### config.mk
export PLATFORM = sky130hd
export DESIGN_NAME = multicycle_control
export DESIGN_NICKNAME = d
export VERILOG_FILES = /design/src/rtl/multicycle_control.sv
export SDC_FILE = /design/constraint.sdc
export NUM_CORES = 1
export LEC_CHECK = 0
export ABC_AREA = 0
export CORE_MARGIN = 2
export CORE_UTILIZATION = 30
export CTS_CLUSTER_SIZE = 30
export DETAILED_ROUTE_END_ITERATION = 10
export PLACE_DENSITY = 0.7
export SYNTH_ARGS = -nofsm -noshare
export SYNTH_HDL_FRONTEND = slang
export SYNTH_SLANG_ARGS = --single-unit
export TNS_END_PERCENT = 30
### constraint.sdc
create_clock -name clk -period 2.4 [get_ports clk]
set_clock_uncertainty 0.1 [all_clocks]
set_input_delay 0.48 -clock clk [delete_from_list [all_inputs] [get_ports clk]]
set_output_delay 0.48 -clock clk [all_outputs]
set_load 0.01 [all_outputs]
### src/rtl/multicycle_control.sv
// Main control FSM for the multicycle MIPS datapath: sequences each instruction
// over 3-5 states, with optional memory wait states, addi/bne support and trapping.
module multicycle_control #(
  parameter bit USE_MEM_READY   = 1'b1,
  parameter bit ENABLE_ADDI     = 1'b1,
  parameter bit ENABLE_BNE      = 1'b1,
  parameter bit HALT_ON_ILLEGAL = 1'b0
) (
  input  logic       clk,
  input  logic       reset,
  input  logic [5:0] opcode,
  input  logic       mem_ready,
  output logic       pc_write,
  output logic       pc_write_cond,
  output logic       branch_ne,
  output logic       i_or_d,
  output logic       mem_read,
  output logic       mem_write,
  output logic       ir_write,
  output logic       mem_to_reg,
  output logic       reg_dst,
  output logic       reg_write,
  output logic       alu_src_a,
  output logic [1:0] alu_src_b,
  output logic [1:0] alu_op,
  output logic [1:0] pc_source,
  output logic       instr_done,
  output logic       illegal,
  output logic [3:0] state
);

  typedef enum logic [3:0] {
    StFetch   = 4'd0,
    StDecode  = 4'd1,
    StMemAddr = 4'd2,
    StMemRd   = 4'd3,
    StMemWb   = 4'd4,
    StMemWr   = 4'd5,
    StExec    = 4'd6,
    StRWb     = 4'd7,
    StBranch  = 4'd8,
    StJump    = 4'd9,
    StAddiEx  = 4'd10,
    StAddiWb  = 4'd11,
    StTrap    = 4'd12
  } state_e;

  localparam logic [5:0] OpRtype = 6'b000000;
  localparam logic [5:0] OpLw    = 6'b100011;
  localparam logic [5:0] OpSw    = 6'b101011;
  localparam logic [5:0] OpBeq   = 6'b000100;
  localparam logic [5:0] OpBne   = 6'b000101;
  localparam logic [5:0] OpJ     = 6'b000010;
  localparam logic [5:0] OpAddi  = 6'b001000;

  state_e state_q, state_d;
  logic   ready;

  assign ready = mem_ready | ~USE_MEM_READY;
  assign state = state_q;

  always_ff @(posedge clk) begin
    if (reset) state_q <= StFetch;
    else       state_q <= state_d;
  end

  always_comb begin
    state_d       = state_q;
    pc_write      = 1'b0;
    pc_write_cond = 1'b0;
    branch_ne     = 1'b0;
    i_or_d        = 1'b0;
    mem_read      = 1'b0;
    mem_write     = 1'b0;
    ir_write      = 1'b0;
    mem_to_reg    = 1'b0;
    reg_dst       = 1'b0;
    reg_write     = 1'b0;
    alu_src_a     = 1'b0;
    alu_src_b     = 2'b00;
    alu_op        = 2'b00;
    pc_source     = 2'b00;
    instr_done    = 1'b0;
    illegal       = 1'b0;

    unique case (state_q)
      StFetch: begin
        mem_read  = 1'b1;
        alu_src_b = 2'b01;
        ir_write  = ready;
        pc_write  = ready;
        if (ready) state_d = StDecode;
      end
      StDecode: begin
        alu_src_b = 2'b11;
        case (opcode)
          OpRtype:    state_d = StExec;
          OpLw, OpSw: state_d = StMemAddr;
          OpBeq:      state_d = StBranch;
          OpBne:      state_d = ENABLE_BNE ? StBranch : StTrap;
          OpJ:        state_d = StJump;
          OpAddi:     state_d = ENABLE_ADDI ? StAddiEx : StTrap;
          default:    state_d = StTrap;
        endcase
      end
      StMemAddr: begin
        alu_src_a = 1'b1;
        alu_src_b = 2'b10;
        // Opcode is re-read here; anything other than lw/sw is treated as illegal.
        if (opcode == OpLw)      state_d = StMemRd;
        else if (opcode == OpSw) state_d = StMemWr;
        else                     state_d = StTrap;
      end
      StMemRd: begin
        mem_read = 1'b1;
        i_or_d   = 1'b1;
        if (ready) state_d = StMemWb;
      end
      StMemWb: begin
        reg_write  = 1'b1;
        mem_to_reg = 1'b1;
        instr_done = 1'b1;
        state_d    = StFetch;
      end
      StMemWr: begin
        mem_write  = 1'b1;
        i_or_d     = 1'b1;
        instr_done = ready;
        if (ready) state_d = StFetch;
      end
      StExec: begin
        alu_src_a = 1'b1;
        alu_op    = 2'b10;
        state_d   = StRWb;
      end
      StRWb: begin
        reg_write  = 1'b1;
        reg_dst    = 1'b1;
        instr_done = 1'b1;
        state_d    = StFetch;
      end
      StBranch: begin
        alu_src_a     = 1'b1;
        alu_op        = 2'b01;
        pc_write_cond = 1'b1;
        pc_source     = 2'b01;
        branch_ne     = (opcode == OpBne);
        instr_done    = 1'b1;
        state_d       = StFetch;
      end
      StJump: begin
        pc_write   = 1'b1;
        pc_source  = 2'b10;
        instr_done = 1'b1;
        state_d    = StFetch;
      end
      StAddiEx: begin
        alu_src_a = 1'b1;
        alu_src_b = 2'b10;
        state_d   = StAddiWb;
      end
      StAddiWb: begin
        reg_write  = 1'b1;
        instr_done = 1'b1;
        state_d    = StFetch;
      end
      StTrap: begin
        illegal = 1'b1;
        state_d = HALT_ON_ILLEGAL ? StTrap : StFetch;
      end
      default: state_d = StFetch;
    endcase

    // Reset suppresses every strobe, including FETCH's ready-gated loads.
    if (reset) begin
      pc_write      = 1'b0;
      pc_write_cond = 1'b0;
      branch_ne     = 1'b0;
      i_or_d        = 1'b0;
      mem_read      = 1'b0;
      mem_write     = 1'b0;
      ir_write      = 1'b0;
      mem_to_reg    = 1'b0;
      reg_dst       = 1'b0;
      reg_write     = 1'b0;
      alu_src_a     = 1'b0;
      alu_src_b     = 2'b00;
      alu_op        = 2'b00;
      pc_source     = 2'b00;
      instr_done    = 1'b0;
      illegal       = 1'b0;
    end
  end

endmodule
==> results of run 1 <==
## worst paths after layout
check | endpoint | slack (ns) | cells after the start | from
max | alu_op[0] | -0.02 | 4 | state[1]
max reg2reg | state[0] | 0.85 | 4 | state[0]
min reg2reg | state[0] | 0.54 | 3 | state[1]
min | state[0] | 0.54 | 3 | state[1]
## logic make-up after synthesis
group	count (synthesis)
simple gates	53
compound gates	21
buf+inv	10
flops	4
xor+xnor	2
## metrics by stage
| step | setup TNS, ns | util, % | cells |
|---|---|---|---|
| 2_1_floorplan | 0 | - | 90 |
| 3_5_place_dp | -3.11 | 54.9 | 160 |
| 3_3_place_gp | -2.76 | 54.9 | 160 |
| 5_1_grt | -0.128 | 58.9 | 163 |
| 6_report | -0.0181 | 58.9 | 163 |
| 4_1_cts | 0 | 57.4 | 163 |
## final cells by class
cell class	instances	area, um2
Timing Repair Buffer	52	479
Multi-Input combinational cell	76	503
Sequential cell	4	90.1
Clock buffer	3	22.5
Inverter	1	3.75
Fill cell	180	790
Tap cell	27	33.8
## cells in the mapped netlist (2+ instances only)
master                      n  area share, %
sky130_fd_sc_hd__nand2b_1   5            5.3
sky130_fd_sc_hd__nor4b_1    3            4.4
sky130_fd_sc_hd__nor3_1     9            7.6
sky130_fd_sc_hd__a21oi_1    9            7.6
sky130_fd_sc_hd__xnor2_1    2            2.9
sky130_fd_sc_hd__nand3_1    2            1.7
sky130_fd_sc_hd__nor4_1     5            5.3
sky130_fd_sc_hd__nor2b_1    2            2.1
sky130_fd_sc_hd__o21ai_0    3            2.5
sky130_fd_sc_hd__or2_1      3            3.2
sky130_fd_sc_hd__nand2_1    2            1.3
sky130_fd_sc_hd__buf_2      3            2.5
sky130_fd_sc_hd__clkbuf_1   5            3.2
sky130_fd_sc_hd__and3_1     2            2.1
sky130_fd_sc_hd__nor3b_1    2            2.5
sky130_fd_sc_hd__dfxtp_1    4             13
sky130_fd_sc_hd__nor2_1    10            6.3
## repair_timing
item / CTS / global route
setup endpoints to repair: 19 / 11
endpoints found under the hold margin: 0 / 0
resized for setup: 17 / 11
pin swaps: 1 / 0
## layout by cell type, fill, tap and decap left out, drive strengths merged, types with 2 or more instances in the layout
master / instances
nand2b: 5
nand2: 2
clkbuf: 3
buf: 21
nand3: 2
nor4b: 3
dfxtp: 4
or2: 3
nor3: 9
a21oi: 9
dlygate4sd2: 7
nor3b: 2
and3: 2
nor2b: 2
o21ai: 3
nor4: 5
xnor2: 2
clkdlybuf4s50: 16
nor2: 10
dlymetal6s2s: 8
## worst reg2reg max path, delay by kind of cell (launching register included)
| kind | cells | cell delay (ns) |
|---|---|---|
| compound gates | 2 | 0.37 |
| simple gates | 2 | 0.50 |
| flops | 1 | 0.48 |
## power groups by stage
stage / logic [mW] / registers (mW) / clock network (mW)
6_report: 0.209 / 0.0994 / 0.0801
5_1_grt: 0.227 / 0.102 / 0.0888
4_1_cts: 0.207 / 0.100 / 0.0852
3_5_place_dp: 0.207 / 0.0993 / 0
3_3_place_gp: 0.205 / 0.0984 / 0
2_1_floorplan: 0.110 / 0.0808 / 0
## metal layers
layer  GRT usage [%]  vias up  share of wire [%]
li1                -      431                  -
met1            24.7      416                 42
met2            27.8       42                 50
met3            3.40        4                7.0
met4            4.29        0               0.29
met5               0        -                  0
==> summary.md, run 1 <==
| Metric | Value |
|---|---|
| Outcome | `finished with violations` |
| Violations in the final reports | `negative setup slack` |
| Worst-path cell with the longest stage delay | `sky130_fd_sc_hd__clkdlybuf4s50_1` |
| Kind of start point of the critical path | `flop` |
| Post CTS Setup Buffer Count | `0` |
| TritonRoute pass-1 iters | `4` |
| Finished layout cell area | `0.00113 mm2` |
| Growth of design area from synthesis to finish | `90.1%` |
| Ratio of cells with drive above 1 in the final layout | `26.5%` |
| TritonCTS Buffers | `3` |
| Psw | `approximately 140 uW` |
| Maximum clock path buffer count | `2` |
| Post-synth ARST share | `0%` |
| Full die area | `between 0.002 and 0.0025 mm2` |
| Worst path max stage delay | `0.54 ns` |
| Number of enable flip-flop cells after synthesis | `0` |
| Total length of routed wires | `2080 um` |
| Lkg Pwr | `roughly 0.57 nW` |
| Kind of cell adding the most delay to the critical path | `buffers and inverters` |
| Worst Slack Setup Final | `-0.0181 ns` |
| H-tree levels | `1` |
| Fraction of power spent switching nets | `a little over a third` |
| Fin crit share | `101%` |
| Number of vias per cell | `5.48` |
| Number of antenna cells inserted | `0` |
| Global-route wire length before repair | `3360 um` |
| Largest voltage drop on the vdd net | `between 0.2 and 0.25 mV` |
| Logic gate share of total power | `53.9%` |
| Part of the Yosys area used for sequential elements | `a little over an eighth` |
| Data required time of the worst path | `1.82 ns` |
| Max FFs per register | `4` |
| Insertion delay to the later sink of the worst-skew pair | `roughly 0.23 ns` |
| Post-route DRC violation count | `0` |
| Violation count after the first detailed-route iteration | `32` |
| Maximum number of pins on one net before global-route repair | `17` |
| Number of nets in the layout | `147` |
| Final setup violation count | `1` |
| Worst slew margin relative to its limit | `74.9%` |
| Reg power frac | `25.6%` |
| Power per standard cell area | `343 mW/mm2` |
| Arrival time at the worst endpoint | `1.84 ns` |
| Combinational family with the most area after synthesis | `simple AND/OR/NAND/NOR gates` |
| Sinks on the clock net | `4` |
| Synth Area in Compound Gates | `between 20% and 30%` |
| Overall die width | `between 40 and 50 um` |
| Share of synthesized area spent on multiplexers | `0%` |
| Overall power of the completed layout | `389 uW` |
| Number of maximum-capacitance violations | `0` |
| Max frequency | `about 410 MHz` |
| Unrepaired setup endpoints after global routing | `true` |
| # port buffers | `31` |
| Number of warning messages in the yosys log | `0` |
| Post-placement setup slack | `-0.303 ns` |
| Die extent in y | `between 40 and 50 um` |
| Nature of the critical path endpoint | `output port` |
| Area share of and/or/nand/nor cells after synthesis | `a little over half` |
| Post-Synth XOR/XNOR Area | `under 10%` |
| Instance area at placement | `0.00106 mm2` |
| Flip-flop and latch count after synthesis | `4` |
| Worst setup path class | `reg2out` |
| CTS tree | `done` |
| Primary FF master, synth | `sky130_fd_sc_hd__dfxtp_1` |
| Worst-path fanout max | `8` |
| Overall global routing resource usage | `17.6%` |
| Hold slack final | `between 0.5 and 0.6 ns` |
| Number of instances in the synthesized netlist | `90` |
| Class of the tightest hold or removal check | `reg2reg` |
| Cell Chain, Critical Path | `nand2b_1 > nor4_2 > buf_4 > clkdlybuf4s50_1` |
| Root buf cell | `sky130_fd_sc_hd__clkbuf_4` |
| Vias post-DR | `slightly below 900` |
| Count of endpoints failing hold in the final timing report | `0` |
| Row cnt | `16` |
| Internal power | `roughly 250 uW` |
| Unique cell type count in the Yosys netlist | `36` |
| Global placement routability congestion | `0.862` |
| Clock-pin slew on the worst setup and hold paths | `approximately 0.040 ns` |
| Worst path bufs/invs | `2` |
| WL per Instance | `12.8 um` |
| Routed Antenna Nets | `0` |
| # hold bufs at CTS | `0` |
| Vias in the first global route | `756` |
| Netlist area before placement | `596 um2` |
| I/O pins | `32` |
| GRT overflow | `0` |
| Area of the placeable core | `approximately 0.0019 mm2` |
| Number of max-slew violations in the final report | `0` |
| Worst Max-Slew Pin Slew | `approximately 0.37 ns` |
| Starting utilization of the core area | `31.0%` |
| Synth Area in Adders | `0%` |
| Mean Syn Cell Area | `between 6 and 7 um2` |
| Detail Placement HPWL | `1600 um` |
| Shortest period the worst path allows | `roughly 2.4 ns` |
| Synth Net Count | `99` |
| Clock power frac | `between 20% and 30%` |
| Antenna violations before repair | `0` |
Note: power is estimated with default switching activity, not from simulation.
==> inputs of run 2 (changes only) <==
- PLACE_DENSITY: 0.7 -> 0.73
- clock period: 2.4 -> 1.98 ns (I/O delays scaled with it)
==> run 2 against run 1 <==
- the run still ends with negative setup slack left
- non-clock buffer count is 15 higher
- sequential power is 5% higher
- final cell count rose by 9.2%
- count of clock-buffer cells in the layout unchanged
- clock power increased by 26%
- highest routed layer unchanged
- combinational power increased by 60%
==> summary.md, run 2 (synthesized netlist as in run 1, its figures left out) <==
| Metric | Value |
|---|---|
| Final core occ | `63.9% (was 58.9%)` |
| Die extent in y | `48.6 um (unchanged)` |
| Data required time of the worst path | `1.48 ns (was 1.82 ns)` |
| Power per standard cell area | `439 mW/mm2 (was 343 mW/mm2)` |
| Routed Antenna Nets | `0 (unchanged)` |
| Nature of the critical path endpoint | `output port (unchanged)` |
| Max frequency | `between 400 and 500 MHz` |
| Worst r2r path cells | `6 (was 4)` |
| Maximum clock path buffer count | `2 (unchanged)` |
| Worst Slack Setup Final | `-0.0319 ns (was -0.0181 ns)` |
| Vias post-DR | `947 (was 893)` |
| Unrepaired setup endpoints after global routing | `true (unchanged)` |
| Shortest period the worst path allows | `2.01 ns` |
| Area of the placeable core | `0.00192 mm2 (unchanged)` |
| # port buffers | `31 (unchanged)` |
| # hold bufs at CTS | `0 (unchanged)` |
| Ratio of cells with drive above 1 in the final layout | `40.4% (was 26.5%)` |
| Most common cell after layout, fill and taps aside | `sky130_fd_sc_hd__buf_4 (unchanged)` |
| CTS tree | `done (unchanged)` |
| Vias in the first global route | `956 (was 756)` |
| H-tree levels | `1 (unchanged)` |
| TritonCTS Buffers | `3 (unchanged)` |
| Growth of design area from synthesis to finish | `106% (was 90.1%)` |
| Endpoint with the worst hold slack | `state[1] (was state[0])` |
| Post-route DRC violation count | `0 (unchanged)` |
| Kind of start point of the critical path | `flop (unchanged)` |
| Min-Delay Path Depth | `5 (was 3)` |
| Flop2flop setup slack | `0.31 ns (was 0.85 ns)` |
| Antenna violations before repair | `0 (unchanged)` |
| Detail Placement HPWL | `1890 um (was 1600 um)` |
| Number of maximum-capacitance violations | `0 (unchanged)` |
| Fin crit share | `102%` |
| Number of vias per cell | `5.32 (was 5.48)` |
| Instance area at placement | `0.00119 mm2 (was 0.00106 mm2)` |
| Count of endpoints failing hold in the final timing report | `0 (unchanged)` |
| Post-placement setup slack | `-0.500 ns (was -0.303 ns)` |
| Number of antenna cells inserted | `0 (unchanged)` |
| Arrival time at the worst endpoint | `1.52 ns (was 1.84 ns)` |
| Class of the tightest hold or removal check | `in2reg (was reg2reg)` |
| Largest voltage drop on the vdd net | `0.258 mV (was 0.208 mV)` |
| Sum of negative setup slack | `-0.0319 ns (was -0.0181 ns)` |
| Total length of routed wires | `2450 um (was 2080 um)` |
| Lkg Pwr | `0.590 nW (was 0.567 nW)` |
| Commonest non-fill, non-tap cells in the layout | `sky130_fd_sc_hd__buf_4 (35), sky130_fd_sc_hd__dlygate4sd2_1 (11), sky130_fd_sc_hd__nor2_1 (9) (was sky130_fd_sc_hd__buf_4 (21), sky130_fd_sc_hd__clkdlybuf4s50_1 (16), sky130_fd_sc_hd__nor2_1 (10))` |
| Fill count | `178 (was 180)` |
| Maximum number of pins on one net before global-route repair | `16 (was 17)` |
| Violation count after the first detailed-route iteration | `17 (was 32)` |
| TritonRoute pass-1 iters | `4 (unchanged)` |
| Global placement routability congestion | `0.899 (was 0.862)` |
| Sinks on the clock net | `4 (unchanged)` |
| Finished layout cell area | `0.00123 mm2 (was 0.00113 mm2)` |
| Number of nets in the layout | `162 (was 147)` |
| Worst slew margin relative to its limit | `74.4% (was 74.9%)` |
| Violations in the final reports | `negative setup slack (unchanged)` |
| Worst r2r dst | `state[2] (was state[0])` |
| Number of max-slew violations in the final report | `0 (unchanged)` |
| Post CTS Setup Buffer Count | `0 (unchanged)` |
| Worst Max-Slew Pin Slew | `0.380 ns (was 0.373 ns)` |
| Row cnt | `16 (unchanged)` |
| Starting utilization of the core area | `31.0% (unchanged)` |
| Global-route wire length before repair | `4150 um (was 3360 um)` |
| I/O pins | `32 (unchanged)` |
| CP startpoint | `state[0] (was state[1])` |
| Startpoint of the lowest-slack register-to-register path | `state[2] (was state[0])` |
| GRT overflow | `0 (unchanged)` |
| Insertion delay to the later sink of the worst-skew pair | `0.23 ns (about the same)` |
| Full die area | `0.00236 mm2 (unchanged)` |
| Overall global routing resource usage | `22.0% (was 17.6%)` |
| Max FFs per register | `4 (unchanged)` |
| Overall power of the completed layout | `539 uW (was 389 uW)` |
| Worst Min Path Start | `mem_ready (was state[1])` |
| Worst-path fanout max | `7 (was 8)` |
| Root buf cell | `sky130_fd_sc_hd__clkbuf_4 (unchanged)` |
| WL per Instance | `13.8 um (was 12.8 um)` |
| Overall die width | `48.6 um (unchanged)` |
| Clock-pin slew on the worst setup and hold paths | `0.04 ns (about the same)` |
| Final setup violation count | `1 (unchanged)` |
| Worst setup path class | `reg2out (unchanged)` |
| Outcome | `finished with violations (unchanged)` |
[run 2: cell types whose count changed in the layout (fill, tap and decap cells not counted), moves of 2 or more]
cell / previous run / this run
sky130_fd_sc_hd__buf_2: 0 / 2
sky130_fd_sc_hd__buf_4: 21 / 35
sky130_fd_sc_hd__clkbuf_2: 0 / 5
sky130_fd_sc_hd__clkdlybuf4s50_1: 16 / 8
sky130_fd_sc_hd__dfxtp_4: 2 / 0
sky130_fd_sc_hd__dlygate4sd2_1: 7 / 11
sky130_fd_sc_hd__dlymetal6s2s_1: 8 / 3
[run 2: critical path, cell delays in order, from the launching register on]
cell,delay (ns)
sky130_fd_sc_hd__dfxtp_2,0.38
sky130_fd_sc_hd__or3b_4,0.42
sky130_fd_sc_hd__a21oi_4,0.14
sky130_fd_sc_hd__nor3_1,0.07
sky130_fd_sc_hd__dlygate4sd2_1,0.29
[run 2: worst max path at each step]
stage / to / slack (ns) / depth (start not counted)
floorplan: pc_source[0] / 0.05 / 4
global placement: instr_done / -0.50 / 5
detailed placement: pc_source[0] / -0.50 / 4
CTS: instr_done / -0.26 / 5
global route: instr_done / -0.09 / 4
finish: instr_done / -0.03 / 4
[run 2: per-layer routing]
layer  wire length, um  vias up  global-route usage (%)  part of all wire (%)
met2              1360       27                    43.1                    56
met1               942      451                    24.0                    38
met3                91        8                    2.16                   3.7
li1                  -      461                       -                     -
met5                 0        -                       0                     0
met4                51        0                    8.57                   2.1
[run 2: metrics by stage]
stage | std cells | hold slack (ns)
global route | 178 | 0.651
detailed placement | 175 | 0.641
finish | 178 | 0.611
floorplan | 90 | 0.428
CTS | 178 | 0.606
global placement | 175 | 0.645
[run 2: what timing repair did]
action                                  4_1_cts  5_1_grt
endpoints found under the setup margin       19       15
pin swaps                                     2        2
resized for setup                            39       19
[run 2: power by group]
part / switching (mW) / leakage, nW / internal (mW) / total (mW)
sequential: 0.0128 / 0.0339 / 0.0907 / 0.104
combinational: 0.157 / 0.542 / 0.178 / 0.335
clock: 0.0329 / 0.0138 / 0.0678 / 0.101
[run 2: cell type report]
type / instances / area (um2) / share of cell area, %
clock buffer: 3 / 22.5 / 1.83
tap: 27 / 33.8 / 2.75
timing repair buffer: 67 / 552 / 44.9
multi-input combinational: 76 / 533 / 43.4
inverter: 1 / 3.75 / 0.305
sequential: 4 / 83.8 / 6.82
==> inputs of run 3 (changes only) <==
- CORE_UTILIZATION: 30 -> 34
- PLACE_DENSITY: 0.73 -> 0.8
==> run 3 against run 2 <==
- the flow still finishes with violations (negative setup slack)
- final cell count down 6.7%
- utilization rose by 9.1 points
- power up 2.8%
- sequential power is essentially flat
- critical path depth unchanged
- worst setup slack improved by 0.026 ns
- fmax is 1.3% higher
- global-route usage rose by 1.8 points
- final area increased by 0.41%
- clock power up 9.9%
- flip-flop and latch count did not move
- critical path type is now in2out
==> summary.md, run 3 (synthesized netlist as in run 1, its figures left out) <==
| Metric | Value |
|---|---|
| Max FFs per register | `4 (unchanged)` |
| Worst slew margin relative to its limit | `79.6% (was 74.4%)` |
| Row cnt | `15 (was 16)` |
| Area taken by flip-flops and latches | `90.1 um2 (was 83.8 um2)` |
| Lkg Pwr | `0.558 nW (was 0.590 nW)` |
| Number of vias per cell | `5.55 (was 5.32)` |
| Worst r2r dst | `state[2] (unchanged)` |
| Total length of routed wires | `2430 um (was 2450 um)` |
| Number of maximum-capacitance violations | `0 (unchanged)` |
| Maximum clock path buffer count | `2 (unchanged)` |
| Violations in the final reports | `negative setup slack (unchanged)` |
| Number of antenna cells inserted | `0 (unchanged)` |
| Sum of negative setup slack | `-0.00815 ns (was -0.0319 ns)` |
| # port buffers | `31 (unchanged)` |
| Area of combinational cells with multiple inputs | `547 um2 (was 533 um2)` |
| Insertion delay to the later sink of the worst-skew pair | `0.25 ns (was 0.23 ns)` |
| Fin crit share | `100% (was 102%)` |
| Global-route wire length before repair | `3590 um (was 4150 um)` |
| Final setup violation count | `2 (was 1)` |
| GRT overflow | `0 (unchanged)` |
| Placed Cells | `163 (was 175)` |
| Power per standard cell area | `450 mW/mm2 (was 439 mW/mm2)` |
| Antenna violations before repair | `0 (unchanged)` |
| Min-Delay Path Depth | `4 (was 5)` |
| Global placement routability congestion | `0.881 (was 0.899)` |
| Most common cell after layout, fill and taps aside | `sky130_fd_sc_hd__buf_4 (unchanged)` |
| Count of endpoints failing hold in the final timing report | `0 (unchanged)` |
| Starting utilization of the core area | `35.3% (was 31.0%)` |
| Filler-free cell count of the finished design | `166 (was 178)` |
| Worst Slack Setup Final | `-0.00576 ns (was -0.0319 ns)` |
| Worst-path fanout max | `2 (was 7)` |
| Outcome | `finished with violations (unchanged)` |
| Worst Min Path Start | `opcode[1] (was mem_ready)` |
| WL per Instance | `14.6 um (was 13.8 um)` |
| # hold bufs at CTS | `0 (unchanged)` |
| Class of the tightest hold or removal check | `in2reg (unchanged)` |
| Root buf cell | `sky130_fd_sc_hd__clkbuf_4 (unchanged)` |
| Sinks on the clock net | `4 (unchanged)` |
| Number of nets in the layout | `160 (was 162)` |
| Nature of the critical path endpoint | `output port (unchanged)` |
| Number of max-slew violations in the final report | `0 (unchanged)` |
| Unrepaired setup endpoints after global routing | `true (unchanged)` |
| Arrival time at the worst endpoint | `1.49 ns (was 1.52 ns)` |
| Max frequency | `504 MHz (was 497 MHz)` |
| Ratio of cells with drive above 1 in the final layout | `42.3% (was 40.4%)` |
| Routed Antenna Nets | `0 (unchanged)` |
| Kind of start point of the critical path | `primary input (was flop)` |
| Largest voltage drop on the vdd net | `0.320 mV (was 0.258 mV)` |
| TritonCTS Buffers | `3 (unchanged)` |
| CTS tree | `done (unchanged)` |
| Shortest period the worst path allows | `1.99 ns (was 2.01 ns)` |
| Commonest non-fill, non-tap cells in the layout | `sky130_fd_sc_hd__buf_4 (32), sky130_fd_sc_hd__dlygate4sd2_1 (11), sky130_fd_sc_hd__nor2_1 (10) (was sky130_fd_sc_hd__buf_4 (35), sky130_fd_sc_hd__dlygate4sd2_1 (11), sky130_fd_sc_hd__nor2_1 (9))` |
| Data required time of the worst path | `1.48 ns (about the same)` |
| Overall global routing resource usage | `23.8% (was 22.0%)` |
| Overall die width | `45.9 um (was 48.6 um)` |
| Vias in the first global route | `852 (was 956)` |
| Flop2flop setup slack | `0.38 ns (was 0.31 ns)` |
| Vias post-DR | `922 (was 947)` |
| Maximum number of pins on one net before global-route repair | `12 (was 16)` |
| Post-route DRC violation count | `0 (unchanged)` |
| Full die area | `0.00210 mm2 (was 0.00236 mm2)` |
| Fill count | `108 (was 178)` |
| Detail Placement HPWL | `1810 um (was 1890 um)` |
| Area of the placeable core | `0.00169 mm2 (was 0.00192 mm2)` |
| Worst setup path class | `in2out (was reg2out)` |
| Worst r2r path cells | `6 (unchanged)` |
| Clock-pin slew on the worst setup and hold paths | `0.04 ns (about the same)` |
| Violation count after the first detailed-route iteration | `24 (was 17)` |
| Growth of design area from synthesis to finish | `107% (was 106%)` |
| I/O pins | `32 (unchanged)` |
| Endpoint with the worst hold slack | `state[2] (was state[1])` |
| TritonRoute pass-1 iters | `4 (unchanged)` |
| Worst Max-Slew Pin Slew | `0.303 ns (was 0.380 ns)` |
| Die extent in y | `45.9 um (was 48.6 um)` |
| Overall power of the completed layout | `555 uW (was 539 uW)` |
| Startpoint of the lowest-slack register-to-register path | `state[3] (was state[2])` |
| H-tree levels | `1 (unchanged)` |
| Post CTS Setup Buffer Count | `0 (unchanged)` |
## run 3: cell count changes in the layout (fill, tap and decap cells not counted), sizes merged
| cell | previous run | this run |
|---|---|---|
| buf | 39 | 36 |
| clkdlybuf4s15 | 0 | 3 |
| clkbuf | 8 | 9 |
| clkdlybuf4s50 | 8 | 7 |
| dlygate4sd1 | 1 | 0 |
| dlymetal6s2s | 3 | 2 |
## run 3: worst max-delay path by stage
stage | start | to
6_report | opcode[3] | branch_ne
5_1_grt | state[3] | mem_read
4_1_cts | state[1] | pc_write
3_5_place_dp | reset | pc_write_cond
3_3_place_gp | reset | pc_source[0]
2_1_floorplan | state[2] | pc_source[0]
## run 3: power breakdown
part           total (mW)  switching, mW  leakage [nW]  internal (mW)
logic               0.337          0.153         0.509          0.184
clock network       0.111         0.0425        0.0138         0.0684
registers           0.107         0.0166        0.0350         0.0902
## run 3: through the flow
| stage | area, um2 | hold WS [ns] | util [%] | setup slack, ns |
|---|---|---|---|---|
| floorplan | 602 | 0.428 | - | 0.0454 |
| global placement | 1170 | 0.607 | 69.4 | -0.479 |
| detailed placement | 1170 | 0.625 | 69.4 | -0.512 |
| CTS | 1190 | 0.586 | 70.4 | -0.0440 |
| global route | 1230 | 0.598 | 73.0 | -0.0506 |
| finish | 1230 | 0.566 | 73.0 | -0.00576 |
## run 3: layout make-up
class                   count  share of cell area (%)
clock buffers               3                    1.83
multi-input cells          76                    44.3
well taps                  17                    1.72
repair buffers             65                    44.5
inverters                   1                   0.304
flip-flops and latches      4                    7.30
## run 3: layer usage
metal	vias to the layer above	track usage, %	wire length [um]
li1	457	-	-
met3	7	7.54	153
met5	-	0	0
met4	0	12.0	65
met1	417	27.5	977
met2	41	38.9	1230
## run 3: worst max-delay path: stages
cell and delay (ns):
sky130_fd_sc_hd__clkdlybuf4s50_1 0.45, sky130_fd_sc_hd__nor4b_2 0.29, sky130_fd_sc_hd__and4b_1 0.23, sky130_fd_sc_hd__buf_2 0.13
## run 3: repair_timing
action / 4_1_cts / 5_1_grt
gates resized for setup: 35 / 27
pin swaps: 4 / 2
setup endpoints to repair: 19 / 19
